`config.mk`:
```
export PLATFORM = sky130hd
export DESIGN_NAME = regfile_writeback_buffer
export DESIGN_NICKNAME = d
export VERILOG_FILES = /design/src/rtl/regfile_writeback_buffer.sv
export SDC_FILE = /design/constraint.sdc
export NUM_CORES = 1
export LEC_CHECK = 0
export CAP_MARGIN = 10
export CORE_MARGIN = 2
export CORE_UTILIZATION = 57
export DETAILED_ROUTE_END_ITERATION = 10
export GPL_TIMING_DRIVEN = 0
export PLACE_DENSITY = 0.91
export SYNTH_ARGS = -nofsm -noshare
export SYNTH_HDL_FRONTEND = slang
export SYNTH_SLANG_ARGS = --single-unit
```
`constraint.sdc`:
```
create_clock -name clk -period 4.89 [get_ports clk]
set_clock_uncertainty 0.2 [all_clocks]
set_input_delay 0.978 -clock clk [delete_from_list [all_inputs] [get_ports clk]]
set_output_delay 0.978 -clock clk [all_outputs]
set_load 0.05 [all_outputs]
```
`src/rtl/regfile_writeback_buffer.sv`:
```
// Write-back FIFO between execute and the 32x32 register file, with youngest-first forwarding.
// Optional macro WB_ZERO_REG_DISCARD_EN: results for register 0 are consumed but never queued or forwarded.
module regfile_writeback_buffer #(
   parameter int DEPTH  = 4,
   parameter int DATA_W = 32,
   parameter int ADDR_W = 5
) (
   input  logic                     clk,
   input  logic                     reset,
   input  logic                     in_valid,
   output logic                     in_ready,
   input  logic [ADDR_W-1:0]        in_addr,
   input  logic [DATA_W-1:0]        in_data,
   input  logic                     wb_stall,
   output logic [ADDR_W-1:0]        sel_write,
   output logic [DATA_W-1:0]        data_write,
   output logic                     write_sel,
   input  logic [ADDR_W-1:0]        sel1,
   input  logic [ADDR_W-1:0]        sel2,
   output logic                     fwd_hit1,
   output logic [DATA_W-1:0]        fwd_data1,
   output logic                     fwd_hit2,
   output logic [DATA_W-1:0]        fwd_data2,
   output logic [$clog2(DEPTH):0]   pending_count
);

   localparam int PTR_W = (DEPTH > 1) ? $clog2(DEPTH) : 1;
   localparam int CNT_W = $clog2(DEPTH) + 1;

   logic [ADDR_W-1:0] addr_mem_r [DEPTH];
   logic [DATA_W-1:0] data_mem_r [DEPTH];
   logic [PTR_W-1:0]  rd_ptr_r;
   logic [PTR_W-1:0]  wr_ptr_r;
   logic [CNT_W-1:0]  count_r;
   logic              accept_s;
   logic              store_s;
   logic              pop_s;

   // Handshake and FIFO control, derived from registered occupancy only.
   always_comb begin
      in_ready      = !reset && (count_r < CNT_W'(DEPTH));
      accept_s      = in_valid && in_ready;
`ifdef WB_ZERO_REG_DISCARD_EN
      store_s       = accept_s && (in_addr != {ADDR_W{1'b0}});
`else
      store_s       = accept_s;
`endif
      pop_s         = (count_r != {CNT_W{1'b0}}) && !wb_stall;
      pending_count = count_r;
   end

   // Pointer and occupancy bookkeeping; a push and pop in the same edge cancel out.
   always_ff @(posedge clk or posedge reset) begin
      if (reset) begin
         rd_ptr_r <= {PTR_W{1'b0}};
         wr_ptr_r <= {PTR_W{1'b0}};
         count_r  <= {CNT_W{1'b0}};
      end else begin
         if (store_s) wr_ptr_r <= wr_ptr_r + PTR_W'(1);
         if (pop_s)   rd_ptr_r <= rd_ptr_r + PTR_W'(1);
         case ({store_s, pop_s})
            2'b10:   count_r <= count_r + CNT_W'(1);
            2'b01:   count_r <= count_r - CNT_W'(1);
            default: count_r <= count_r;
         endcase
      end
   end

   // Entry storage; contents are qualified by the pointers, so no reset is needed.
   always_ff @(posedge clk) begin
      if (store_s) begin
         addr_mem_r[wr_ptr_r] <= in_addr;
         data_mem_r[wr_ptr_r] <= in_data;
      end
   end

   // Register-file write port: head is presented for one cycle, address/data hold otherwise.
   always_ff @(posedge clk or posedge reset) begin
      if (reset) begin
         write_sel  <= 1'b0;
         sel_write  <= {ADDR_W{1'b0}};
         data_write <= {DATA_W{1'b0}};
      end else if (pop_s) begin
         write_sel  <= 1'b1;
         sel_write  <= addr_mem_r[rd_ptr_r];
         data_write <= data_mem_r[rd_ptr_r];
      end else begin
         write_sel  <= 1'b0;
      end
   end

   // Forwarding search: output register first, then FIFO oldest to newest so younger matches win.
   always_comb begin : fwd_search
      logic [PTR_W-1:0] idx;
      logic             live;
      logic             m1;
      logic             m2;
      fwd_hit1  = write_sel && (sel_write == sel1);
      fwd_data1 = fwd_hit1 ? data_write : {DATA_W{1'b0}};
      fwd_hit2  = write_sel && (sel_write == sel2);
      fwd_data2 = fwd_hit2 ? data_write : {DATA_W{1'b0}};
      for (int i = 0; i < DEPTH; i++) begin
         idx       = rd_ptr_r + PTR_W'(i);
         live      = CNT_W'(i) < count_r;
         m1        = live && (addr_mem_r[idx] == sel1);
         m2        = live && (addr_mem_r[idx] == sel2);
         fwd_hit1  = fwd_hit1 | m1;
         fwd_data1 = m1 ? data_mem_r[idx] : fwd_data1;
         fwd_hit2  = fwd_hit2 | m2;
         fwd_data2 = m2 ? data_mem_r[idx] : fwd_data2;
      end
`ifdef WB_ZERO_REG_DISCARD_EN
      fwd_hit1  = fwd_hit1 && (sel1 != {ADDR_W{1'b0}});
      fwd_data1 = (sel1 != {ADDR_W{1'b0}}) ? fwd_data1 : {DATA_W{1'b0}};
      fwd_hit2  = fwd_hit2 && (sel2 != {ADDR_W{1'b0}});
      fwd_data2 = (sel2 != {ADDR_W{1'b0}}) ? fwd_data2 : {DATA_W{1'b0}};
`endif
   end

endmodule

```
### Word level (Yosys, flattened, before mapping)

Memory sizes are Yosys's and may differ from the RTL's.
Cells that the tools add are included.

* reductions and logical operators: 17
* $add $sub $neg: 6
* bitwise gates (word level): 8
* equal/unequal tests: 12
* mux-type cells: 14
* $lt $le $gt $ge: 5

Operators with widths (count)
* 32-bit two-way mux: 10
* 5-bit == test: 10
* 1-bit logical AND: 13
* 1-bit OR: 8
* 1-bit by 3-bit < comparator with 1-bit output (first input constant): 2
* 2-bit by 3-bit < comparator with 1-bit output (first input constant): 2
* 3-bit case mux with 2 select lines: 1
* 2-bit by 1-bit adder with 2-bit output (second input constant): 2
* 2-bit adder (second input constant): 2
* 3-bit by 1-bit adder with 3-bit output (second input constant): 1
* 3-bit < comparator (second input constant): 1
* 1-bit two-way mux: 3
* 3-bit nonzero test: 1
* 3-bit by 1-bit subtractor with 3-bit output (second input constant): 1
* 2-bit by 1-bit == test with 1-bit output (second input constant): 1
* 2-bit == test (second input constant): 1
* 1-bit zero test: 2
* 2-bit nonzero test: 1

* output and inout port bits: 108
* memory bits (writable): 148
* memories kept: 2
* logic and storage cells: 70
* input bits: 51
* bits in registers: 45

Memory list
* data_mem_r: depth 4, width 32, read ports 4, clocked after Yosys merged registers in 0, wr ports 1, line 31 `logic [DATA_W-1:0] data_mem_r [DEPTH];`
* addr_mem_r: depth 4, width 5, read ports 4, clocked after Yosys merged registers in 0, wr ports 1, line 30 `logic [ADDR_W-1:0] addr_mem_r [DEPTH];`

### Longest topological paths before layout

* depth in word-level cells: 7
* gate-level depth with buffers: 12
* depth with buffers taken out: 7

### Least setup slack after synthesis

OpenSTA, ideal clock, no wires.

* path kind: input-to-output
* start: input port sel2[2]
* end: output port fwd_data2[30]
* path buffers: 4
* slack: 0.138 ns
* stages: 9
* arrival: 3.574 ns
* data required time: 3.712 ns
* cell sequence: clkbuf_1 > xnor2_1 > or3_1 > clkbuf_1 > a21oi_1 > or2_1 > buf_2 > buf_4 > o31ai_1

* longest elaborated chain between the ends: 7
* elaborated cells on any way between the ends: 15
* those cells by class: eq/ne: 5; mux: 5; reduce/logical: 5

Ends and longest elaborated chain
* from (decl): line 19 `input logic [ADDR_W-1:0] sel2,`
* 5-bit == test: line 100 `fwd_hit2 = write_sel && (sel_write == sel2);`
* 1-bit logical AND: line 100
* 32-bit two-way mux: line 101 `fwd_data2 = fwd_hit2 ? data_write : {DATA_W{1'b0}};`
* 32-bit two-way mux (3 in a row): line 110 `fwd_data2 = m2 ? data_mem_r[idx] : fwd_data2;`
* 32-bit two-way mux (*): line 110
* to (decl): line 23 `output logic [DATA_W-1:0] fwd_data2,`

Mark *: on every way between the ends. The rest lies on a longest branch, timed or not.

### Final worst setup path

* start: register rd_ptr_r[1]
* end: output port fwd_data1[1]

* longest elaborated chain between the ends: 7
* elaborated cells on any way between the ends: 17
* those cells by class: add/sub: 3; eq/ne: 4; mux: 4; reduce/logical: 4; memory: 2

Ends and longest elaborated chain
* from (decl): line 32 `logic [PTR_W-1:0] rd_ptr_r;`
* from (signal assigned): line 55 `rd_ptr_r <= {PTR_W{1'b0}};`
* from (signal assigned): line 60 `if (pop_s) rd_ptr_r <= rd_ptr_r + PTR_W'(1);`
* 2-bit by 1-bit adder with 2-bit output or memory 4 x 5 bit (tied branches)
* memory 4 x 5 bit or 5-bit == test (tied branches)
* 5-bit == test or 1-bit logical AND (tied branches): line 105 `m1 = live && (addr_mem_r[idx] == sel1);`
* 1-bit logical AND or 32-bit two-way mux (tied branches): line 105, 108
* 32-bit two-way mux (2 in a row): line 108 `fwd_data1 = m1 ? data_mem_r[idx] : fwd_data1;`
* 32-bit two-way mux (*): line 108
* to (decl): line 21 `output logic [DATA_W-1:0] fwd_data1,`

Marked as above.

==> metrics.cfg <==
[synthesis]
synth-seq-cells = 193
syn-instance-count = 1262
synth.top_cell.area_share_pct = 32.57
synth_area_leaders = edfxtp_1 33%, dfrtp_1 8.3%, mux2i_1 7.0%, a211oi_1 6.7%, mux2_2 5.9%
synth-edff-count = 148
synthTopCellsByCount = 148 x edfxtp_1, 122 x a211oi_1, 102 x nor2_1
ys_types = 49
yosys_most_used_dff = edfxtp_1
syn_area_mm2 = 0.01364
synth_warnings = 0
syn_avg_cell_area_um2 = 10.81
yosysSeqAreaShare_pct = 40.83
synthArstFlopShare_pct = 23.32
yosysMostFrequentCell = edfxtp_1
synth_area_leader_cell = edfxtp_1
syn_nets = 1322

[power]
p_leak_nw = 5.860
p_sw_mw = 6.040
pwr-share-comb_pct = 65.5
power.internal_mw = 5.217
ir_worst_vdd_mv = 0.4805
power_mw = 11.26
switching_share_pct = 53.65
p_per_area_mw_per_mm2 = 690.1
seq_power_share_pct = 21.4
clock_power_share_pct = 13.1

[timing]
final_max_slew_viol_count = 0
relSlewSlack_pct = 33.81
setup_tns_ns = -0.03880
hold_viol = 0
setup_ws_ns = -0.01788
layout_min_cycle_time_ns = 4.908
fmax_mhz = 203.8
finalSetupViolCount = 5
tightest_slew_ns = 0.9928
fin_crit_sh_pct = 100.4

[place]
io_buffers = 148
dp_slack_ns = -0.9967
dpl.hpwl_um = 32360
place_congestion = 0.9654

[clocking]
cts_tree = done
cts_buffers = 17
ctsHoldBuffers = 0
htree_levels = 4
clkTransAtPathRegs_ns = 0.08
cts_sinks = 193
clockRootBuffer = clkbuf_16
clkLatencyLatePin_ns = 0.45
clock_path_buffers = 2

[routing]
vias = 12838
vias_per_cell = 7.249
drc = 0
routed_wl_um = 47830
drt_first_pass_iters = 6
final_antenna_net_count = 0
post_drt_wl_per_cell_um = 27.01
initialDrtViolationCount = 2249

[setup_path]
cp_top_family = buffers and inverters
cp_num_buf_inv = 5
reg2reg_slack_ns = 1.78
reg2reg_from = pending_count[0]$_DFFE_PP0P_
crit_path_max_fanout = 10
crit_required_ns = 3.71
cp-end-kind = output port
cpPeakStageDelay_ns = 0.46
path_cells = buf_4, buf_6, mux2i_1, mux2i_1, nand4_1, a21o_1, buf_2, nand2_1, clkbuf_2, o31ai_2, buf_2
crit_path_start_kind = flop
slowest_stage = dfrtp_2
path_class = flop to output port
crit_start = rd_ptr_r[1]$_DFFE_PP0P_
crit_arrival_ns = 3.73

[run]
max-cap-violations = 0

[outcome]
violations = negative setup slack
status = finished, violations left

[die]
initial_core_util_pct = 58.13
io-pin-count = 159
die_w_um = 158.7
row_count = 56
coreArea_mm2 = 0.02347
die_y_um = 158.7
dieArea_mm2 = 0.02519

[final_layout]
postLayoutCoreUtil_pct = 69.50
fin_nets = 1499
antennaDiodeCount = 0
fill_cells = 1756
drive_gt1_share_pct = 26.38
area_delta_synth_final_pct = 19.56

[min_path]
hp-start = data_write[6]$_DFFE_PP0P_
hp-class = flop to flop

[global_routing]
antenna_found_initial = 0
grt_pass1_vias = 12554
gr-total-overflow = 0
grt_max_degree = 30
grt_pass1_wl_um = 72260
grt_usage_pct = 37.00

final timing paths:
path                                                 to  depth (start not counted)
setup / recovery                           fwd_data1[1]                         11
hold / removal                data_write[6]$_DFFE_PP0P_                          1
setup reg to reg           pending_count[2]$_DFFE_PP0P_                          8
hold reg to reg               data_write[6]$_DFFE_PP0P_                          1
max in group asynchronous    data_write[20]$_DFFE_PP0P_                          3
min in group asynchronous       wr_ptr_r[0]$_DFFE_PP0P_                          2
metrics by stage:
| stage | hold WS (ns) | std cells | instance area, um2 |
|---|---|---|---|
| finish | 0.4117 | 1771 | 16310 |
| global route | 0.4378 | 1771 | 16310 |
| floorplan | 0.3796 | 1262 | 13640 |
| global placement | 0.3807 | 1729 | 15520 |
| CTS | 0.4136 | 1770 | 16310 |
| detailed placement | 0.3953 | 1734 | 15630 |
flip-flops by register name, indices dropped and copies added (netlist names):
name / count
wr_ptr_r: 2
rd_ptr_r: 2
write_sel: 1
pending_count: 3
data_write: 32
sel_write: 5
addr_mem_r: 20
data_mem_r: 128
cells by family (layout without fill, tap and decap cells):
kind of cell / count (synthesis) / after routing / synth area share (%)
flip-flops: 193 / 193 / 40.83
adder cells (fa/ha/maj): 9 / 9 / 0.8253
XOR/XNOR: 59 / 59 / 3.897
buffers and inverters: 145 / 335 / 5.438
AO/OA/AOI/OAI: 455 / 455 / 25.73
AND/OR/NAND/NOR: 217 / 217 / 7.492
multiplexers: 184 / 184 / 15.79
cell usage in the layout (no fill, tap or decap), types with 13 or more instances in the layout:
| cell | instances |
|---|---|
| a211oi_1 | 122 |
| a21oi_1 | 94 |
| a221oi_1 | 21 |
| a221oi_2 | 43 |
| a31oi_1 | 64 |
| buf_2 | 42 |
| buf_4 | 34 |
| clkbuf_1 | 48 |
| clkbuf_16 | 17 |
| clkbuf_2 | 32 |
| clkbuf_4 | 13 |
| clkdlybuf4s15_2 | 22 |
| clkdlybuf4s50_1 | 82 |
| dfrtp_1 | 44 |
| edfxtp_1 | 148 |
| mux2_2 | 72 |
| mux2i_1 | 93 |
| nand2_1 | 41 |
| nor2_1 | 102 |
| nor2b_1 | 31 |
| o21ai_0 | 34 |
| o31ai_1 | 22 |
| o31ai_2 | 41 |
| xnor2_1 | 32 |
| xor2_1 | 25 |
worst register-to-register path: cells and delay by family (launching register included):
family | cells | cell delay [ns]
compound gates | 1 | 0.39
xor+xnor | 1 | 0.12
fa+ha+maj | 2 | 0.56
buf+inv | 2 | 0.91
flops | 1 | 0.51
mux | 1 | 0.21
simple gates | 1 | 0.09
per-layer routing:
metal / global-route usage, % / vias to the layer above / part of all wire, %
met1: 49.02 / 6118 / 37
li1: - / 5322 / -
met4: 16.93 / 0 / 5.6
met2: 57.44 / 1131 / 45
met5: 0 / - / 0
met3: 9.222 / 267 / 13
power by group through the flow:
stage               Clock (mW)  Sequential, mW  Combinational [mW]
finish                    1.48            2.41                7.37
global route              1.54            2.43                7.64
CTS                       1.45            2.39                7.13
detailed placement           0            2.42                7.14
global placement             0            2.41                6.97
floorplan                    0            2.91                4.40
timing repair:
action,4_1_cts,5_1_grt
setup endpoints to repair,66,64
pin swaps,3,1
gates cloned,0,0
resized for setup,288,122
setup buffers,5,1
cell type report:
| cell class | count | area [um2] | area share (%) |
|---|---|---|---|
| multi-input cells | 924 | 7465 | 45.76 |
| flip-flops and latches | 193 | 5572 | 34.15 |
| repair buffers | 159 | 1481 | 9.081 |
| plain buffers | 136 | 768.2 | 4.709 |
| clock buffers | 18 | 429.2 | 2.631 |
| well taps | 319 | 399.1 | 2.447 |
| clock inverters | 14 | 168.9 | 1.035 |
| inverters | 8 | 30.03 | 0.1841 |
Note: power is estimated with default switching activity, not from simulation.
